$ cat src/rtl/turbo_lane_dispatcher_pkg.sv
// turbo_pifo_pkg: shared types and default configuration for the lane
// dispatcher in front of the interleaved PIFO pipelines.
//   NLANES_DEF / DEPTH_DEF / DW_DEF : default lane count, lane depth, payload width
//   lane_idx_t                      : lane index (LW_DEF bits)
//   occ_t                           : occupancy counter (CW_DEF bits)
//   disp_mode_e                     : push spreading policy
//   lane_onehot()                   : lane index to one-hot lane mask
package turbo_pifo_pkg;

    localparam int NLANES_DEF = 4;
    localparam int DEPTH_DEF  = 256;
    localparam int DW_DEF     = 48;
    localparam int LW_DEF     = $clog2(NLANES_DEF);
    localparam int CW_DEF     = $clog2(DEPTH_DEF + 1);

    typedef logic [LW_DEF-1:0] lane_idx_t;
    typedef logic [CW_DEF-1:0] occ_t;

    typedef enum logic {
        DISP_RR    = 1'b0,
        DISP_LEAST = 1'b1
    } disp_mode_e;

    function automatic logic [NLANES_DEF-1:0] lane_onehot(input lane_idx_t idx);
        lane_onehot      = '0;
        lane_onehot[idx] = 1'b1;
    endfunction

endpackage

$ cat src/rtl/turbo_lane_dispatcher_if.sv
// turbo_lane_dispatcher_if: push/pop request bus and per-lane strobe outputs
// of the lane dispatcher.
//   master : request side (drives i_*, observes o_*)
//   slave  : dispatcher side
//   i_push / i_push_data / o_push_ready : push request, payload, backpressure
//   i_pop / i_pop_lane                  : pop request to the head-compare winner
//   i_mode                              : 0 round-robin, 1 least-occupied
//   o_lane_push / o_lane_data           : per-lane push strobe and payload
//   o_lane_pop / o_pop_err              : per-lane pop strobe, dropped-pop flag
//   o_occ                               : per-lane occupancy, lane k at [k*CW +: CW]
interface turbo_lane_dispatcher_if #(
    parameter int DW     = 48,
    parameter int NLANES = 4,
    parameter int DEPTH  = 256
);
    localparam int LW = $clog2(NLANES);
    localparam int CW = $clog2(DEPTH + 1);

    logic                 i_push;
    logic [DW-1:0]        i_push_data;
    logic                 o_push_ready;
    logic                 i_pop;
    logic [LW-1:0]        i_pop_lane;
    logic                 i_mode;
    logic [NLANES-1:0]    o_lane_push;
    logic [NLANES*DW-1:0] o_lane_data;
    logic [NLANES-1:0]    o_lane_pop;
    logic                 o_pop_err;
    logic [NLANES*CW-1:0] o_occ;

    modport master (
        output i_push, i_push_data, i_pop, i_pop_lane, i_mode,
        input  o_push_ready, o_lane_push, o_lane_data, o_lane_pop, o_pop_err, o_occ
    );

    modport slave (
        input  i_push, i_push_data, i_pop, i_pop_lane, i_mode,
        output o_push_ready, o_lane_push, o_lane_data, o_lane_pop, o_pop_err, o_occ
    );

endinterface

$ cat src/rtl/turbo_lane_dispatcher_picker.sv
// turbo_lane_picker: combinational choice of the lane that receives the next push.
//   occ    : per-lane occupancy, lane k at [k*CW +: CW]
//   rr_ptr : round-robin start lane
//   mode   : DISP_RR or DISP_LEAST (only honoured with TURBO_DISP_LEAST_OCC_EN)
//   valid  : at least one lane has room
//   lane   : chosen lane
// Macro TURBO_DISP_LEAST_OCC_EN builds the least-occupied min search; without it
// the picker is round-robin only and mode is ignored.
module turbo_lane_picker
    import turbo_pifo_pkg::*;
#(
    parameter int NLANES = 4,
    parameter int DEPTH  = 256,
    parameter int LW     = $clog2(NLANES),
    parameter int CW     = $clog2(DEPTH + 1)
) (
    input  logic [NLANES*CW-1:0] occ,
    input  logic [LW-1:0]        rr_ptr,
    input  disp_mode_e           mode,
    output logic                 valid,
    output logic [LW-1:0]        lane
);

    localparam logic [CW-1:0] FULL = CW'(DEPTH);

    logic [CW-1:0] occ_a [NLANES];
    logic          rr_valid;
    logic [LW-1:0] rr_lane;
    logic [LW-1:0] idx;

    for (genvar k = 0; k < NLANES; k++) begin : g_unpack
        assign occ_a[k] = occ[k*CW +: CW];
    end

    // Scan from the farthest offset back to rr_ptr so the closest non-full
    // lane (in rotating order) is the last one written.
    always_comb begin
        rr_valid = 1'b0;
        rr_lane  = '0;
        idx      = '0;
        for (int i = NLANES - 1; i >= 0; i--) begin
            idx = rr_ptr + LW'(i);
            if (occ_a[idx] < FULL) begin
                rr_valid = 1'b1;
                rr_lane  = idx;
            end
        end
    end

`ifdef TURBO_DISP_LEAST_OCC_EN
    logic [CW-1:0] min_occ;
    logic [LW-1:0] min_lane;

    // Strict less-than keeps the lowest index on ties.
    always_comb begin
        min_occ  = occ_a[0];
        min_lane = '0;
        for (int k = 1; k < NLANES; k++) begin
            if (occ_a[k] < min_occ) begin
                min_occ  = occ_a[k];
                min_lane = LW'(k);
            end
        end
    end

    assign valid = (mode == DISP_LEAST) ? (min_occ < FULL) : rr_valid;
    assign lane  = (mode == DISP_LEAST) ? min_lane : rr_lane;
`else
    logic unused_mode;
    assign unused_mode = mode;
    assign valid       = rr_valid;
    assign lane        = rr_lane;
`endif

endmodule

$ cat src/rtl/turbo_lane_dispatcher.sv
// turbo_lane_dispatcher: spreads pushes across NLANES PIFO pipelines, forwards
// pops to the requested lane and tracks per-lane occupancy.
//   i_clk  : clock
//   i_arst : asynchronous active-high reset
//   bus    : turbo_lane_dispatcher_if.slave (push/pop requests, lane strobes, occupancy)
// Macro TURBO_DISP_LEAST_OCC_EN enables the least-occupied policy selected by
// bus.i_mode; without it only round-robin is built.
// Occupancy counts dispatched operations; both the full and the empty test use
// the registered counters, so a same-cycle pop never makes room for a push and
// a same-cycle push never rescues a pop.
module turbo_lane_dispatcher
    import turbo_pifo_pkg::*;
#(
    parameter int DW     = DW_DEF,
    parameter int NLANES = NLANES_DEF,
    parameter int DEPTH  = DEPTH_DEF
) (
    input  logic                      i_clk,
    input  logic                      i_arst,
    turbo_lane_dispatcher_if.slave    bus
);

    localparam int LW = $clog2(NLANES);
    localparam int CW = $clog2(DEPTH + 1);

    logic [CW-1:0]             occ [NLANES];
    logic [NLANES*CW-1:0]      occ_flat;
    logic [LW-1:0]             rr_ptr;
    logic [NLANES-1:0]         lane_push;
    logic [NLANES-1:0]         lane_pop;
    logic [NLANES-1:0][DW-1:0] lane_data;
    logic                      pop_err;

    disp_mode_e                mode;
    logic                      pick_valid;
    logic [LW-1:0]             pick_lane;
    logic                      push_acc;
    logic                      pop_ok;
    logic [NLANES-1:0]         push_oh;
    logic [NLANES-1:0]         pop_oh;

    for (genvar k = 0; k < NLANES; k++) begin : g_flat
        assign occ_flat[k*CW +: CW] = occ[k];
    end

    assign mode = disp_mode_e'(bus.i_mode);

    turbo_lane_picker #(
        .NLANES (NLANES),
        .DEPTH  (DEPTH),
        .LW     (LW),
        .CW     (CW)
    ) u_picker (
        .occ    (occ_flat),
        .rr_ptr (rr_ptr),
        .mode   (mode),
        .valid  (pick_valid),
        .lane   (pick_lane)
    );

    // Some lane has room exactly when the picker finds one.
    assign push_acc = bus.i_push && pick_valid;
    assign pop_ok   = bus.i_pop && (occ[bus.i_pop_lane] != '0);
    assign push_oh  = push_acc ? (NLANES'(1) << pick_lane) : '0;
    assign pop_oh   = pop_ok ? (NLANES'(1) << bus.i_pop_lane) : '0;

    always_ff @(posedge i_clk or posedge i_arst) begin
        if (i_arst) begin
            lane_push <= '0;
            lane_pop  <= '0;
            pop_err   <= 1'b0;
            lane_data <= '0;
            rr_ptr    <= '0;
            for (int k = 0; k < NLANES; k++) begin
                occ[k] <= '0;
            end
        end else begin
            lane_push <= push_oh;
            lane_pop  <= pop_oh;
            pop_err   <= bus.i_pop && !pop_ok;
            if (push_acc) begin
                lane_data[pick_lane] <= bus.i_push_data;
            end
            // Push and pop to the same lane cancel out.
            for (int k = 0; k < NLANES; k++) begin
                occ[k] <= occ[k] + CW'(push_oh[k]) - CW'(pop_oh[k]);
            end
`ifdef TURBO_DISP_LEAST_OCC_EN
            if (push_acc && mode == DISP_RR) begin
                rr_ptr <= pick_lane + LW'(1);
            end
`else
            if (push_acc) begin
                rr_ptr <= pick_lane + LW'(1);
            end
`endif
        end
    end

    assign bus.o_push_ready = pick_valid;
    assign bus.o_lane_push  = lane_push;
    assign bus.o_lane_pop   = lane_pop;
    assign bus.o_pop_err    = pop_err;
    assign bus.o_lane_data  = lane_data;
    assign bus.o_occ        = occ_flat;

endmodule

$ cat src/flat_wrapper.sv
// flat-port wrapper written by rule: the top's interface ports become plain ports
module turbo_lane_dispatcher_flat import turbo_pifo_pkg::*;
#(
    parameter int DW     = DW_DEF,
    parameter int NLANES = NLANES_DEF,
    parameter int DEPTH  = DEPTH_DEF
)
  (i_clk, i_arst, bus_i_push, bus_i_push_data, bus_i_pop, bus_i_pop_lane, bus_i_mode, bus_o_push_ready, bus_o_lane_push, bus_o_lane_data, bus_o_lane_pop, bus_o_pop_err, bus_o_occ);
  turbo_lane_dispatcher_if #(.DW(DW), .NLANES(NLANES), .DEPTH(DEPTH)) bus_i ();
  input  logic i_clk;
  input  logic i_arst;
  input wire logic [$bits(bus_i.i_push)-1:0] bus_i_push;
  input wire logic [$bits(bus_i.i_push_data)-1:0] bus_i_push_data;
  input wire logic [$bits(bus_i.i_pop)-1:0] bus_i_pop;
  input wire logic [$bits(bus_i.i_pop_lane)-1:0] bus_i_pop_lane;
  input wire logic [$bits(bus_i.i_mode)-1:0] bus_i_mode;
  output wire logic [$bits(bus_i.o_push_ready)-1:0] bus_o_push_ready;
  output wire logic [$bits(bus_i.o_lane_push)-1:0] bus_o_lane_push;
  output wire logic [$bits(bus_i.o_lane_data)-1:0] bus_o_lane_data;
  output wire logic [$bits(bus_i.o_lane_pop)-1:0] bus_o_lane_pop;
  output wire logic [$bits(bus_i.o_pop_err)-1:0] bus_o_pop_err;
  output wire logic [$bits(bus_i.o_occ)-1:0] bus_o_occ;
  assign bus_i.i_push = bus_i_push;
  assign bus_i.i_push_data = bus_i_push_data;
  assign bus_i.i_pop = bus_i_pop;
  assign bus_i.i_pop_lane = bus_i_pop_lane;
  assign bus_i.i_mode = bus_i_mode;
  assign bus_o_push_ready = bus_i.o_push_ready;
  assign bus_o_lane_push = bus_i.o_lane_push;
  assign bus_o_lane_data = bus_i.o_lane_data;
  assign bus_o_lane_pop = bus_i.o_lane_pop;
  assign bus_o_pop_err = bus_i.o_pop_err;
  assign bus_o_occ = bus_i.o_occ;
  turbo_lane_dispatcher #(.DW(DW), .NLANES(NLANES), .DEPTH(DEPTH)) u_core (.i_clk(i_clk), .i_arst(i_arst), .bus(bus_i));
endmodule
$ cat config.mk
export PLATFORM = sky130hd
export DESIGN_NAME = turbo_lane_dispatcher_flat
export DESIGN_NICKNAME = d
export VERILOG_FILES = /design/src/rtl/turbo_lane_dispatcher_pkg.sv /design/src/rtl/turbo_lane_dispatcher_if.sv /design/src/rtl/turbo_lane_dispatcher_picker.sv /design/src/rtl/turbo_lane_dispatcher.sv /design/src/flat_wrapper.sv
export SDC_FILE = /design/constraint.sdc
export NUM_CORES = 1
export LEC_CHECK = 0
export CAP_MARGIN = 20
export CORE_MARGIN = 4
export CORE_UTILIZATION = 48
export CTS_CLUSTER_DIAMETER = 40
export DETAILED_ROUTE_END_ITERATION = 7
export GPL_TIMING_DRIVEN = 0
export PLACE_DENSITY = 0.8
export SYNTH_ARGS = -nofsm -noshare
export SYNTH_HDL_FRONTEND = slang
export SYNTH_SLANG_ARGS = --single-unit
$ cat constraint.sdc
create_clock -name i_clk -period 9.8 [get_ports i_clk]
set_input_delay 1.96 -clock i_clk [delete_from_list [all_inputs] [get_ports i_clk]]
set_output_delay 1.96 -clock i_clk [all_outputs]
set_load 0.005 [all_outputs]
==> impl_metrics.json <==
{
  "outcome": "complete, no violations",
  "cts_buffers": 35,
  "synth_most_common_cell": "dfrtp_1",
  "cp.required_ns": 10.16,
  "synth_top_area_cell": "dfrtp_1",
  "critPathMaxFanout": 8,
  "grt_pass1_vias": 7324,
  "syn_area_um2": 10380,
  "cp-start-kind": "input port",
  "cp-startpoint": "bus_i_pop_lane[1]",
  "synth_common_cells": "239 x dfrtp_1, 157 x mux2_2, 57 x inv_1",
  "r2r-end": "u_core.bus.o_occ[8]$_DFF_PP0_",
  "grt_pass1_wl_um": 41520,
  "place_congestion": 0.8354,
  "endpoint": "u_core.bus.o_occ[8]$_DFF_PP0_",
  "p_per_area_nw_per_um2": 420.9,
  "rsz0062_at_grt": "no",
  "antenna_left": 0,
  "async_flop_share": 1.000,
  "portBuffers": 291,
  "ys_warn_count": 0,
  "layout-drive-gt1-share": 0.2675,
  "initial_core_util": 0.4909,
  "fp-row-count": 53,
  "post_drt_wl_per_cell_um": 19.35,
  "synth.avg_cell_area_um2": 14.56,
  "slew_viol_final": 0,
  "yosysSeqAreaShare": 0.5760,
  "grt_overflow_total": 0,
  "core_area_um2": 21150,
  "die_h_um": 155.1,
  "placed_cells": 1281,
  "hold_violations": 0,
  "yosysTopAreaCellShare": 0.5760,
  "crit_path_end_kind": "flop",
  "clk_latency_ns": 0.49,
  "ys_ff_latch": 239,
  "hold_slack_ns": 0.5001,
  "total_power_mw": 6.297,
  "fin_crit_sh": 0.4813,
  "synth_cells": 713,
  "fin_util": 0.7073,
  "ir_drop_mv": 0.2517,
  "finalSetupTns_ns": 0,
  "grt_max_degree": 101,
  "clk_transition_reported_paths_ns": 0.05,
  "nets": 1142,
  "leakage_nw": 6.756,
  "r2r_start": "u_core.bus.o_occ[35]$_DFF_PP0_",
  "dr.pass1.iters": 4,
  "drtIter0Drc": 214,
  "whs_path_depth": 1,
  "via_per_inst": 5.071,
  "syn_nets": 812,
  "synth_flop_cell": "dfrtp_1",
  "ctsLongestPathBuffers": 3,
  "wirelength_um": 26000,
  "grt_usage": 0.2174,
  "antenna_cells": 0,
  "max_clock_freq_mhz": 212.0,
  "dieArea_um2": 24050,
  "slew_headroom": 0.6254,
  "yosys-top-cells-area": "dfrtp_1 58%, mux2_2 17%, mux2_4 5.2%, ha_1 4.8%, xnor2_1 2.3%",
  "die_w_um": 155.1,
  "timing.final.setup_violations": 0,
  "r2r_slack_ns": 6.35,
  "cap_violations": 0,
  "synthToLayoutAreaGrowth_pct": 44.10,
  "clock_sinks": 239,
  "antenna_found_initial": 0,
  "synth_edf_count": 0,
  "htreeDepth": 2,
  "synth_cell_types": 43,
  "post-cts-setup-buffers": 0,
  "vias": 6816,
  "cts_hold_buffers": 0,
  "io_pins": 293,
  "crit_type": "in2reg",
  "worst_ep_arrival_time_ns": 5.08,
  "tightest_slew_ns": 0.5541,
  "tritoncts": "done",
  "drcViolationCount": 0,
  "fin_crit_ns": 4.717,
  "dp_hpwl_um": 18570,
  "finClkSkew_ns": 0.007431,
  "final_cells": 1344,
  "ctsResizeCount": 0,
  "hold_class": "reg2reg",
  "reg2reg_depth": 18,
  "cts-root-buf": "clkbuf_16"
}
[flip-flops by register name, indices dropped and copies added, names as in the netlist]
register,flops
u_core.bus.o_lane_push,4
u_core.bus.o_lane_pop,4
u_core.bus.o_occ,36
u_core.bus.o_lane_data,192
u_core.bus.o_pop_err,1
u_core.rr_ptr,2
[report_power, final]
| group | total, mW | switching [mW] | internal, mW |
|---|---|---|---|
| clock network | 1.33 | 0.458 | 0.867 |
| registers | 1.85 | 0.329 | 1.52 |
| logic | 3.12 | 1.19 | 1.93 |
[area by class of cell]
cell class	count	area, µm²
fill	1415	6191
sequential	239	5981
multi-input combinational	395	3916
timing repair buffer	293	2968
clock buffer	41	960.9
tap	275	344.1
clock inverter	22	299.0
buffer	22	272.8
inverter	57	221.5
[through the flow]
stage / worst slack, ns / instance area, µm²
6_report: 5.083 / 14960
3_3_place_gp: -1.784 / 13640
3_5_place_dp: 4.543 / 13700
2_1_floorplan: 1.280 / 10380
4_1_cts: 5.063 / 14960
5_1_grt: 4.801 / 14960
[kinds of logic (layout without fill, tap and decap cells)]
group | Yosys count | after routing | share of synthesized area
flops | 239 | 239 | 0.5760
xor+xnor | 32 | 32 | 0.02699
simple gates | 82 | 82 | 0.04229
fa+ha+maj | 44 | 44 | 0.05591
compound gates | 44 | 44 | 0.02964
buf+inv | 79 | 435 | 0.04687
mux | 193 | 193 | 0.2223
[per-layer routing]
layer,track usage,up-vias,wire length [µm]
li1,-,3163,-
met1,0.2768,3394,10570
met2,0.3649,208,12970
met3,0.04840,51,1599
met4,0.08242,0,869
met5,0,-,0
[cell usage in the layout (no fill, tap or decap), types with 13 or more instances in the layout]
cell / n
clkbuf_16: 37
nand2_1: 16
nor2_1: 18
xnor2_1: 27
mux2_2: 157
mux2_4: 36
ha_1: 40
clkdlybuf4s50_1: 291
dfrtp_1: 239
nand3_1: 13
inv_1: 56
[worst max-delay path, stage by stage]
cell and delay (ns):
clkdlybuf4s50_1 0.63, nand2_1 0.09, a31oi_1 0.14, a21oi_1 0.09
nor4b_1 0.50, ha_1 0.22, inv_1 0.04, ha_1 0.19
inv_1 0.07, fa_1 0.20, inv_1 0.05, a21o_1 0.18
a41o_1 0.26, o41ai_1 0.35, xnor2_1 0.12
[worst min-delay path by stage]
stage / end / slack, ns / startpoint
floorplan: u_core.bus.o_lane_data[0]$_DFFE_PP0P_ / 0.50 / u_core.bus.o_lane_data[0]$_DFFE_PP0P_
global placement: u_core.bus.o_lane_data[131]$_DFFE_PP0P_ / 0.49 / u_core.bus.o_lane_data[131]$_DFFE_PP0P_
detailed placement: u_core.bus.o_lane_data[74]$_DFFE_PP0P_ / 0.49 / u_core.bus.o_lane_data[74]$_DFFE_PP0P_
CTS: u_core.bus.o_lane_data[110]$_DFFE_PP0P_ / 0.50 / u_core.bus.o_lane_data[110]$_DFFE_PP0P_
global route: u_core.bus.o_lane_data[171]$_DFFE_PP0P_ / 0.51 / u_core.bus.o_lane_data[171]$_DFFE_PP0P_
finish: u_core.bus.o_lane_data[60]$_DFFE_PP0P_ / 0.50 / u_core.bus.o_lane_data[60]$_DFFE_PP0P_
Note: power is estimated with default switching activity, not from simulation.
